--- src/rtl/dcache_2way.sv ---
// 2-way set-associative, write-back, write-allocate byte cache with 4-byte blocks.
// Hits complete combinationally in IDLE; misses walk WRITEBACK/FETCH/UPDATE.
module dcache_2way #(
  parameter int unsigned ADDR_W   = 8,
  parameter int unsigned SET_BITS = 2
) (
  input  logic                clk,
  input  logic                reset,
  input  logic                read,
  input  logic                write,
  input  logic [ADDR_W-1:0]   address,
  input  logic [7:0]          writedata,
  output logic [7:0]          readdata,
  output logic                busywait,
  output logic                mem_read,
  output logic                mem_write,
  output logic [ADDR_W-3:0]   mem_address,
  output logic [31:0]         mem_writedata,
  input  logic [31:0]         mem_readdata,
  input  logic                mem_busywait
);

  localparam int unsigned TAG_W = ADDR_W - 2 - SET_BITS;
  localparam int unsigned NSETS = 1 << SET_BITS;

  typedef enum logic [1:0] {S_IDLE, S_WRITEBACK, S_FETCH, S_UPDATE} state_t;

  state_t                state_q, state_d;
  logic [NSETS-1:0]      valid_q [2];
  logic [NSETS-1:0]      valid_d [2];
  logic [NSETS-1:0]      dirty_q [2];
  logic [NSETS-1:0]      dirty_d [2];
  logic [NSETS-1:0]      lru_q, lru_d;
  logic [TAG_W-1:0]      tag_q [2][NSETS];
  logic [TAG_W-1:0]      tag_d [2][NSETS];
  logic [31:0]           data_q [2][NSETS];
  logic [31:0]           data_d [2][NSETS];
  logic [7:0]            rdata_q, rdata_d;
  logic [TAG_W-1:0]      miss_tag_q, miss_tag_d;
  logic [SET_BITS-1:0]   miss_idx_q, miss_idx_d;
  logic                  victim_q, victim_d;
  logic [31:0]           fill_q, fill_d;

  logic [TAG_W-1:0]      req_tag;
  logic [SET_BITS-1:0]   req_idx;
  logic [1:0]            req_off;
  logic                  req, hit0, hit1, hit, hit_way;
  logic                  victim_c, victim_dirty;
  logic [31:0]           hit_blk, wr_blk;
  logic [7:0]            hit_byte;
  logic                  busy_c, mem_read_c, mem_write_c;

  assign req_tag = address[ADDR_W-1 -: TAG_W];
  assign req_idx = address[2 +: SET_BITS];
  assign req_off = address[1:0];

  // Simultaneous read and write is treated as no request at all.
  assign req     = read ^ write;
  assign hit0    = valid_q[0][req_idx] && (tag_q[0][req_idx] == req_tag);
  assign hit1    = valid_q[1][req_idx] && (tag_q[1][req_idx] == req_tag);
  assign hit     = req && (hit0 || hit1);
  assign hit_way = hit1;

  // Prefer an empty way (way 0 first), else evict the LRU way.
  assign victim_c     = !valid_q[0][req_idx] ? 1'b0 :
                        !valid_q[1][req_idx] ? 1'b1 : lru_q[req_idx];
  assign victim_dirty = valid_q[victim_c][req_idx] && dirty_q[victim_c][req_idx];

  always_comb begin
    hit_blk  = hit1 ? data_q[1][req_idx] : data_q[0][req_idx];
    hit_byte = hit_blk[{req_off, 3'b000} +: 8];
    wr_blk   = hit_blk;
    wr_blk[{req_off, 3'b000} +: 8] = writedata;
  end

  always_comb begin
    state_d       = state_q;
    valid_d       = valid_q;
    dirty_d       = dirty_q;
    lru_d         = lru_q;
    tag_d         = tag_q;
    data_d        = data_q;
    rdata_d       = rdata_q;
    miss_tag_d    = miss_tag_q;
    miss_idx_d    = miss_idx_q;
    victim_d      = victim_q;
    fill_d        = fill_q;
    busy_c        = 1'b0;
    mem_read_c    = 1'b0;
    mem_write_c   = 1'b0;
    mem_address   = '0;
    mem_writedata = '0;
    case (state_q)
      S_IDLE: begin
        if (hit) begin
          lru_d[req_idx] = ~hit_way;
          if (read) begin
            rdata_d = hit_byte;
          end else begin
            data_d[hit_way][req_idx]  = wr_blk;
            dirty_d[hit_way][req_idx] = 1'b1;
          end
        end else if (req) begin
          busy_c     = 1'b1;
          miss_tag_d = req_tag;
          miss_idx_d = req_idx;
          victim_d   = victim_c;
          state_d    = victim_dirty ? S_WRITEBACK : S_FETCH;
        end
      end
      S_WRITEBACK: begin
        busy_c        = 1'b1;
        mem_write_c   = 1'b1;
        mem_address   = {tag_q[victim_q][miss_idx_q], miss_idx_q};
        mem_writedata = data_q[victim_q][miss_idx_q];
        if (!mem_busywait) state_d = S_FETCH;
      end
      S_FETCH: begin
        busy_c      = 1'b1;
        mem_read_c  = 1'b1;
        mem_address = {miss_tag_q, miss_idx_q};
        if (!mem_busywait) begin
          fill_d  = mem_readdata;
          state_d = S_UPDATE;
        end
      end
      S_UPDATE: begin
        busy_c                        = 1'b1;
        data_d[victim_q][miss_idx_q]  = fill_q;
        tag_d[victim_q][miss_idx_q]   = miss_tag_q;
        valid_d[victim_q][miss_idx_q] = 1'b1;
        dirty_d[victim_q][miss_idx_q] = 1'b0;
        state_d                       = S_IDLE;
      end
      default: state_d = S_IDLE;
    endcase
  end

  // Handshake outputs drop the instant reset goes low.
  assign busywait  = busy_c & reset;
  assign mem_read  = mem_read_c & reset;
  assign mem_write = mem_write_c & reset;
  assign readdata  = (state_q == S_IDLE && hit && read) ? hit_byte : rdata_q;

  always_ff @(posedge clk or negedge reset) begin
    if (!reset) begin
      state_q    <= S_IDLE;
      valid_q    <= '{default: '0};
      dirty_q    <= '{default: '0};
      lru_q      <= '0;
      rdata_q    <= '0;
      miss_tag_q <= '0;
      miss_idx_q <= '0;
      victim_q   <= 1'b0;
      fill_q     <= '0;
    end else begin
      state_q    <= state_d;
      valid_q    <= valid_d;
      dirty_q    <= dirty_d;
      lru_q      <= lru_d;
      rdata_q    <= rdata_d;
      miss_tag_q <= miss_tag_d;
      miss_idx_q <= miss_idx_d;
      victim_q   <= victim_d;
      fill_q     <= fill_d;
    end
  end

  // Tag and data storage carry no reset; valid bits guard them.
  always_ff @(posedge clk) begin
    tag_q  <= tag_d;
    data_q <= data_d;
  end

endmodule

--- config.mk ---
export PLATFORM = sky130hd
export DESIGN_NAME = dcache_2way
export DESIGN_NICKNAME = d
export VERILOG_FILES = /design/src/rtl/dcache_2way.sv
export SDC_FILE = /design/constraint.sdc
export NUM_CORES = 1
export LEC_CHECK = 0
export CORE_MARGIN = 10
export CORE_UTILIZATION = 40
export DETAILED_ROUTE_END_ITERATION = 7
export PLACE_DENSITY_LB_ADDON = 0.3
export SKIP_LAST_GASP = 1
export SYNTH_ARGS = -nofsm -noshare
export SYNTH_HDL_FRONTEND = slang
export SYNTH_SLANG_ARGS = --single-unit
--- constraint.sdc ---
create_clock -name clk -period 7.9 [get_ports clk]
set_clock_uncertainty 0.05 [all_clocks]
set_input_delay 0.79 -clock clk [delete_from_list [all_inputs] [get_ports clk]]
set_output_delay 0.79 -clock clk [all_outputs]
set_load 0.02 [all_outputs]
## Word-level counts from Yosys, hierarchy flattened

Cells that the tools add are included.

| operators by class | value |
|---|---|
| $mul | 0 |
| bitwise operators | 16 |
| muxes and demuxes | 88 |
| shift-type cells | 3 |
| magnitude comparators | 13 |
| reductions and logical operators | 22 |
| add/subtract/negate cells | 1 |
| equality and inequality tests | 11 |
| divide/modulo/power cells | 0 |

Operators with widths:

| cell | count |
|---|---|
| 2-to-1 mux 128 bit | 5 |
| bitwise mux 256 bit | 2 |
| 2-to-1 mux 256 bit | 2 |
| one-hot mux 256 bit (2 select lines) | 1 |
| 2-to-1 mux 32 bit | 10 |
| demux 128 bit (select 1 bit) | 2 |
| binary-select mux 32 bit (select 2 bit) | 3 |
| demux 32 bit (select 2 bit) | 2 |
| bitwise mux 32 bit | 2 |
| 2-to-1 mux 16 bit | 4 |
| 2-to-1 mux 4 bit | 15 |
| variable shift 8 x 7 -> 32 bit (first input constant) | 1 |
| variable part select 32 x 6 -> 8 bit | 1 |
| variable part select 8 x 7 -> 32 bit | 1 |
| binary-select mux 4 bit (select 2 bit) | 3 |
| 2-to-1 mux 8 bit | 3 |
| demux 16 bit (select 1 bit) | 1 |
| OR 8 bit | 2 |
| one-hot mux 8 bit (2 select lines) | 1 |
| 2-to-1 mux 1 bit | 13 |
| logical AND 1 bit | 12 |
| != test 2 bit (second input constant) | 6 |
| one-hot mux 6 bit (2 select lines) | 1 |
| binary-select mux 1 bit (select 2 bit) | 5 |
| 31 further kinds | 56 |

| word-level totals | value |
|---|---|
| bits in writable memories | 0 |
| memories | 0 |
| output and inout bits | 49 |
| logic and storage cells | 181 |
| register bits after elaboration | 357 |
| bits in read-only memories | 0 |
| bits in latches | 0 |
| input bits | 53 |

## Longest topological paths before layout

Gate-level depths: netlist of the first run.

| depth | value |
|---|---|
| depth after elaboration | 15 |
| mapped depth | 11 |
| gate-level depth less buffers | 7 |

## Worst setup path after synthesis of the first run

No wires, ideal clock.

| timing path | value |
|---|---|
| path kind | input to register |
| start point | input address[2] |
| end point | register data_q[0] (netlist name), enable pin |
| data required time | 7.418 ns |
| buffers on the path | 2 |
| path slack | 3.294 ns |
| data arrival time | 4.124 ns |
| library setup time | 0.432 ns |
| cell stages on the path | 8 |
| path through | buf_6 mux4_2 xnor2_1 nand3_1 o32ai_2 nor2_1 clkbuf_1 a21oi_1 |

| between the ends | value |
|---|---|
| longest elaborated chain between the ends | 10 |
| elaborated cells on any way between the ends | 19 |
| classes of those cells | eq/ne (3); mux (10); bitwise (1); reduce/logical (5) |

Ends and longest elaborated chain:

| what | RTL line | text |
|---|---|---|
| start: declaration | 11 | `input logic [ADDR_W-1:0] address,` |
| inverter 2 -> 3 bit (implied by the code) | 59, 60 |  |
| binary-select mux 4 bit (select 2 bit) (on tied branches) | 59, 60 |  |
| 2-to-1 mux 4 bit (on tied branches) (2 in series) | 59, 60 |  |
| equality test 4 bit (on tied branches) | 59, 60 |  |
| logical AND 1 bit (on tied branches) | 59, 60 |  |
| logical OR 1 bit (*) | 61 | `assign hit = req && (hit0 \|\| hit1);` |
| logical AND 1 bit (*) | 61 |  |
| != test 2 bit (no line) (*) | -- |  |
| AND reduction 3 bit (no line) (*) | -- |  |
| end signal: assignment | 172 | `data_q <= data_d;` |
| end: declaration | 36 | `logic [31:0] data_q [2][NSETS];` |

Every way passes the cells marked *; elsewhere a longest branch is shown, timed or not. The select of a mux whose other input is x is not followed.
A chain may end at the register's enable or synchronous reset.

## Worst setup path after layout of the first run

| timing path | value |
|---|---|
| start point | input address[2] |
| end point | output readdata[5] |

| between the ends | value |
|---|---|
| longest elaborated chain between the ends | 11 |
| elaborated cells on any way between the ends | 28 |
| classes of those cells | eq/ne (2); shift (1); mux (18); bitwise (1); reduce/logical (6) |

Ends and longest elaborated chain:

| what | RTL line | text |
|---|---|---|
| branches (longest 10 deep; another with 2-to-1 mux 32 bit) | -- |  |
| 2-to-1 mux 8 bit (*) | 143 | `assign readdata = (state_q == S_IDLE && hit && read) ? hit_byte : rdata_q;` |
| end: declaration | 13 | `output logic [7:0] readdata,` |

Mark *: on every way between the ends. The select of a mux whose other input is x is not followed.

==> impl_metrics.toml, run 1 <==
[grt]
antenna_found_initial = 3
grt_pass1_vias = 15108
grt_max_degree = 74
grt_pass1_wl_um = 105000
grtUsageTotal_pct = 22.5
overflow = 0

[timing]
slew_viol_final = 0
fmax_ghz = 0.178
fin_crit_ps = 5620
finalSetupViolations = 0
rsz0062_at_grt = "false"
finalCritPeriodShare_pct = 71.2
tightestPinTransition_ps = 1170
hold_violations = 0
slew_headroom_pct = 21.9
holdWs_ps = 159
timing.setup.tns_ps = 0

[floorplan]
start_util_pct = 40.5
die_h_um = 249
core_area_um2 = 51500
die_x_um = 249
rows = 83
die_area_um2 = 61800
ios = 102

[yosys]
ys.flop_type = "edfxtp_1"
seq_area_frac_synth_pct = 49.7
ys.warnings.count = 0
ys_types = 56
netlist_top_cells_area = "edfxtp_1 (41%), mux4_2 (18%), dfrtp_1 (8.3%)"
synth_top_area_cell = "edfxtp_1"
ys_top_cells_by_count = "edfxtp_1 (288), nand2_1 (274), mux4_2 (163), o21ai_0 (144), o21ai_1 (121)"
yosys_register_bits = 357
synth.avg_cell_area_um2 = 12.9
synth_cells = 1614
yosysMostFrequentCell = "edfxtp_1"
syn_nets = 1677
syn_area_um2 = 20900
synth-edff-count = 288
async_reset_ff_share_pct = 19.3
yosysTopAreaCellShare_pct = 41.4

[clock_network]
h-tree-depth = 2
cts_buffer_depth = 3
cts-buffers-inserted = 42
cts_resized = 0
cts_setup_buffers = 0
cts_root_buf = "clkbuf_16"
worstSkewPairLatency_ps = 580
cts_hold_buf = 0
clkTransAtPathRegs_ps = 60
clock_sinks = 357
cts_tree = "built"

[critical_path]
crit_arrival_ps = 4780
crit_path_max_incr_delay_ps = 830
end_kind = "output port"
rr_endpoint = "data_q[162]$_DFFE_PP_"
cp_top_family = "buffers and inverters"
crit_slowest_cell = "a21o_4"
worstPathRequired_ps = 7060
critPathKind = "input pin to output port"
worstPathCellList = "buf_4, buf_4, inv_1, nand3_1, buf_4, a21o_4, mux2_4, mux2_2, clkdlybuf4s50_1"
reg2reg_depth = 8
cpMostUsedCell = "buf_4"
rrSetupSlack_ps = 3500
cp-start-kind = "input pin"
crit_fanout = 43
crit_buf_inv = 5
reg2reg_from = "tag_q[1]$_DFFE_PP_"

[placed_design]
dpl.hpwl_um = 43800
port_buffers = 101
globalplace.congestion = 0.901

[layout]
num_antenna_cells = 0
fin_nets = 1705
nFillCells = 4570
post-route-util_pct = 46.5
final_layout_size_suffix_gt1_share_pct = 24.5
area_growth_syn_to_layout_pct = 14.7

[pwr]
cellPowerDensity_nw_per_um2 = 304
p_seq_share_pct = 38.2
comb_power_share_pct = 34.1
p_leak_uw = 0.00775
power.share.clock_pct = 27.8
p_int_uw = 4690
ir_worst_vdd_mv = 0.191
power_switching_uw = 2600
swShare_pct = 35.7

[route]
drtAntennaViolNets = 0
drc = 0
drt-initial-drc-count = 2132
dr.pass1.iters = 6
vias_per_cell = 6.46
wl_per_cell_um = 30.5
vias = 15202
wirelength_um = 71700

[outcome]
status = "finished, final reports clean"

[flow_run]
cap_violations = 0

[hold_path]
hold_path.class = "input pin to async pin"
## metrics by stage
stage                     std cells  total power [uW]  setup WS, ps  cell area [um^2]
after floorplan                1614              4370          3290             20900
after global placement         2278              5240          2270             22600
after detailed placement       2278              5280          2210             22600
after CTS                      2355              7300          2200             24000
after global routing           2355              7570          2020             24000
final                          2355              7290          2280             24000
## cells in the final DEF (no fill, tap or decap), types with 5 or more instances in the layout
cell type / instances
edfxtp_1: 288
nand2_1: 271
mux4_2: 163
o21ai_0: 144
o21ai_1: 121
clkdlybuf4s50_1: 98
nor2b_1: 68
dfrtp_1: 66
mux2_2: 58
clkbuf_16: 43
buf_4: 40
mux2i_1: 38
nand2b_1: 35
a211oi_1: 32
a221oi_4: 31
inv_1: 14
clkbuf_1: 14
nor2_4: 10
or2_2: 9
ha_1: 9
nand3_1: 8
mux2_4: 8
o2bb2ai_1: 8
a21oi_4: 6
a21oi_1: 6
xor2_1: 5
nor3_2: 5
bufinv_16: 5
clkbuf_8: 5
## power by group through the flow
stage | logic (uW) | registers [uW] | clock network, uW
floorplan | 1880 | 2490 | 0
global placement | 2440 | 2800 | 0
detailed placement | 2470 | 2810 | 0
CTS | 2480 | 2780 | 2040
global route | 2630 | 2830 | 2110
finish | 2490 | 2780 | 2020
## worst max-delay path by stage
stage                           from                   to  slack, ps  cells after the start
after floorplan           address[2]  data_q[0]$_DFFE_PP_       3290                      8
after global placement    address[2]             busywait       2270                      9
after detailed placement  address[2]             busywait       2210                      9
after CTS                 address[2]             busywait       2200                      9
after global routing      address[2]          readdata[3]       2020                      9
final                     address[2]          readdata[5]       2280                      9
## layout make-up
| class | count | area [um^2] | share of cell area (%) |
|---|---|---|---|
| Sequential cell | 357 | 10400 | 43.3 |
| Clock inverter | 15 | 206 | 0.862 |
| Clock buffer | 62 | 1200 | 5.00 |
| Multi-Input combinational cell | 1087 | 9980 | 41.7 |
| Inverter | 16 | 60.1 | 0.251 |
| Timing Repair Buffer | 138 | 1280 | 5.35 |
| Tap cell | 680 | 851 | 3.55 |
## sequential cells by signal, summed over array words and instances (netlist names)
register    flops
data_q        256
dirty_q         8
fill_q         32
lru_q           4
miss_idx_q      2
miss_tag_q      4
rdata_q         8
state_q         2
tag_q          32
valid_q         8
victim_q        1
## routing by layer
| metal | vias to the layer above | wire length, um | GRT usage, % |
|---|---|---|---|
| met1 | 7672 | 27000 | 29.2 |
| li1 | 6237 | - | - |
| met2 | 1075 | 34100 | 36.6 |
| met4 | 4 | 2640 | 8.13 |
| met5 | - | 28 | 0 |
| met3 | 214 | 7970 | 4.84 |
## cell families after synthesis
kind of cell	Yosys count	synth area share, %
multiplexers	270	23.3
flip-flops	357	49.7
buffers and inverters	170	3.40
XOR/XNOR	11	0.533
AND/OR/NAND/NOR	429	9.54
adder cells (fa/ha/maj)	10	0.599
AO/OA/AOI/OAI	367	13.0
No activity file was read; power rests on OpenSTA's default activity.
==> run 2, diff against run 1 <==
- clock period: 7.9 -> 4.6 ns (I/O delays scaled with it)
==> run 2 against run 1 <==
  * Hold slack gained 260 ps
  * Combinational power grew 73%
  * Clock power grew 56%
  * Final cell count grew 1.1%
  * Sequential share of layout area shrank 0.32 points
  * Sequential power grew 74%
  * Register-to-register slack lost 2200 ps
  * Non-clock buffer count grew 31
  * Critical path depth shrank 2
  * Global-route usage grew 0.092 points
  * Clock-buffer cell count shrank 2
  * Critical endpoint is now readdata[1]
==> impl_metrics.toml, run 2 (same netlist as run 1, synthesis figures left out) <==
[critical_path]
cp_num_cells = 7
crit_path_max_incr_delay_ps = 540
cp_top_family = "multiplexers"
end_kind = "output port"
crit_fanout = 32
reg2reg_depth = 9
crit_buf_inv = 3
crit_arrival_ps = 3490
worstPathCellList = "buf_4, buf_4, mux4_2, mux4_2, mux2_4, mux2_2, clkdlybuf4s50_1"
crit_slowest_cell = "clkdlybuf4s50_1"
critPathKind = "input pin to output port"
cp-start-kind = "input pin"
worstPathRequired_ps = 4090

[layout]
top_regs = "data_q (256), fill_q (32), tag_q (32)"
area_growth_syn_to_layout_pct = 15.5
final_layout_size_suffix_gt1_share_pct = 25.2
largest_reg_flops = 256
ff_latch_area_um2 = 10400
mostFrequentLayoutCell = "edfxtp_1"
multiInputGateArea_um2 = 9970
fin_nets = 1734
regMostFlops = "data_q"
layout_common_cells = "edfxtp_1 (288), nand2_1 (274), mux4_2 (163)"
nFillCells = 4504

[clock_network]
cts_root_buf = "clkbuf_16"
h-tree-depth = 2
clkTransAtPathRegs_ps = 60
clock_sinks = 357
cts-buffers-inserted = 40
cts_buffer_depth = 3
cts_tree = "built"
cts_setup_buffers = 0
cts_resized = 0
worstSkewPairLatency_ps = 570

[timing]
fin_crit_ps = 4000
tightestPinTransition_ps = 1070
slew_viol_final = 0
finalCritPeriodShare_pct = 87.0
holdWs_ps = 422
rsz0062_at_grt = "false"
fmax_ghz = 0.250
hold_violations = 0
finalSetupViolations = 0
timing.setup.tns_ps = 0
slew_headroom_pct = 28.9

[floorplan]
start_util_pct = 40.5
core_area_um2 = 51500
die_area_um2 = 61800
die_x_um = 249
die_h_um = 249
ios = 102
rows = 83

[placed_design]
globalplace.congestion = 0.927
dpl.hpwl_um = 46400
port_buffers = 101

[route]
drtAntennaViolNets = 0
drc = 0
drt-initial-drc-count = 1795
wl_per_cell_um = 30.0
vias = 15138
wirelength_um = 71400
dr.pass1.iters = 5
vias_per_cell = 6.36

[grt]
grtUsageTotal_pct = 22.6
antenna_found_initial = 1
grt_max_degree = 48
grt_pass1_wl_um = 106000
grt_pass1_vias = 15547
overflow = 0

[pwr]
ir_worst_vdd_mv = 0.264
p_leak_uw = 0.00785
finalPower_uw = 12300
cellPowerDensity_nw_per_um2 = 511

[flow_run]
cap_violations = 0

[hold_path]
min_path_cells = 1
hold_path.class = "flip-flop to flip-flop"

[outcome]
status = "finished, final reports clean"
-- run 2: worst paths after layout --
| path | start | to | slack (ps) |
|---|---|---|---|
| max in group asynchronous | reset | fill_q[0]$_DFFE_PN0P_ | 3000 |
| max reg2reg | tag_q[2]$_DFFE_PP_ | data_q[245]$_DFFE_PP_ | 1310 |
| min in group asynchronous | reset | fill_q[25]$_DFFE_PN0P_ | 490 |
| min | valid_q[4]$_DFFE_PN0P_ | valid_q[4]$_DFFE_PN0P_ | 420 |
| max | address[3] | readdata[1] | 600 |
| min reg2reg | valid_q[4]$_DFFE_PN0P_ | valid_q[4]$_DFFE_PN0P_ | 420 |
-- run 2: layout make-up --
cell class              instances  share of cell area [%]
diodes                          2                  0.0207
clock buffers                  60                    4.75
clock inverters                11                   0.420
inverters                      16                   0.249
multi-input cells            1087                    41.3
flip-flops and latches        357                    43.0
well taps                     680                    3.53
repair buffers                169                    6.70
-- run 2: timing repair --
| item | in CTS | in global routing |
|---|---|---|
| hold buffers | 1 | 0 |
| endpoints found under the hold margin | 35 | 0 |
| setup endpoints to repair | 0 | 0 |
-- run 2: per-layer routing --
layer	share of wire (%)	global-route usage [%]
met2	48	37.3
met3	9.8	4.38
met4	4.7	10.5
met5	0	0
met1	37	28.2
-- run 2: power breakdown --
part           internal [uW]  switching, uW
combinational           1970           2360
clock                   1830           1320
sequential              4080            774
total                   7870           4450
-- run 2: stage by stage --
step	cell area [um^2]	cells	util, %	setup WS [ps]
after floorplan	20900	1614	-	324
after global placement	22900	2308	44.4	645
after detailed placement	22900	2308	44.4	603
after CTS	24100	2380	46.8	545
after global routing	24100	2381	46.8	463
final	24100	2382	46.8	596
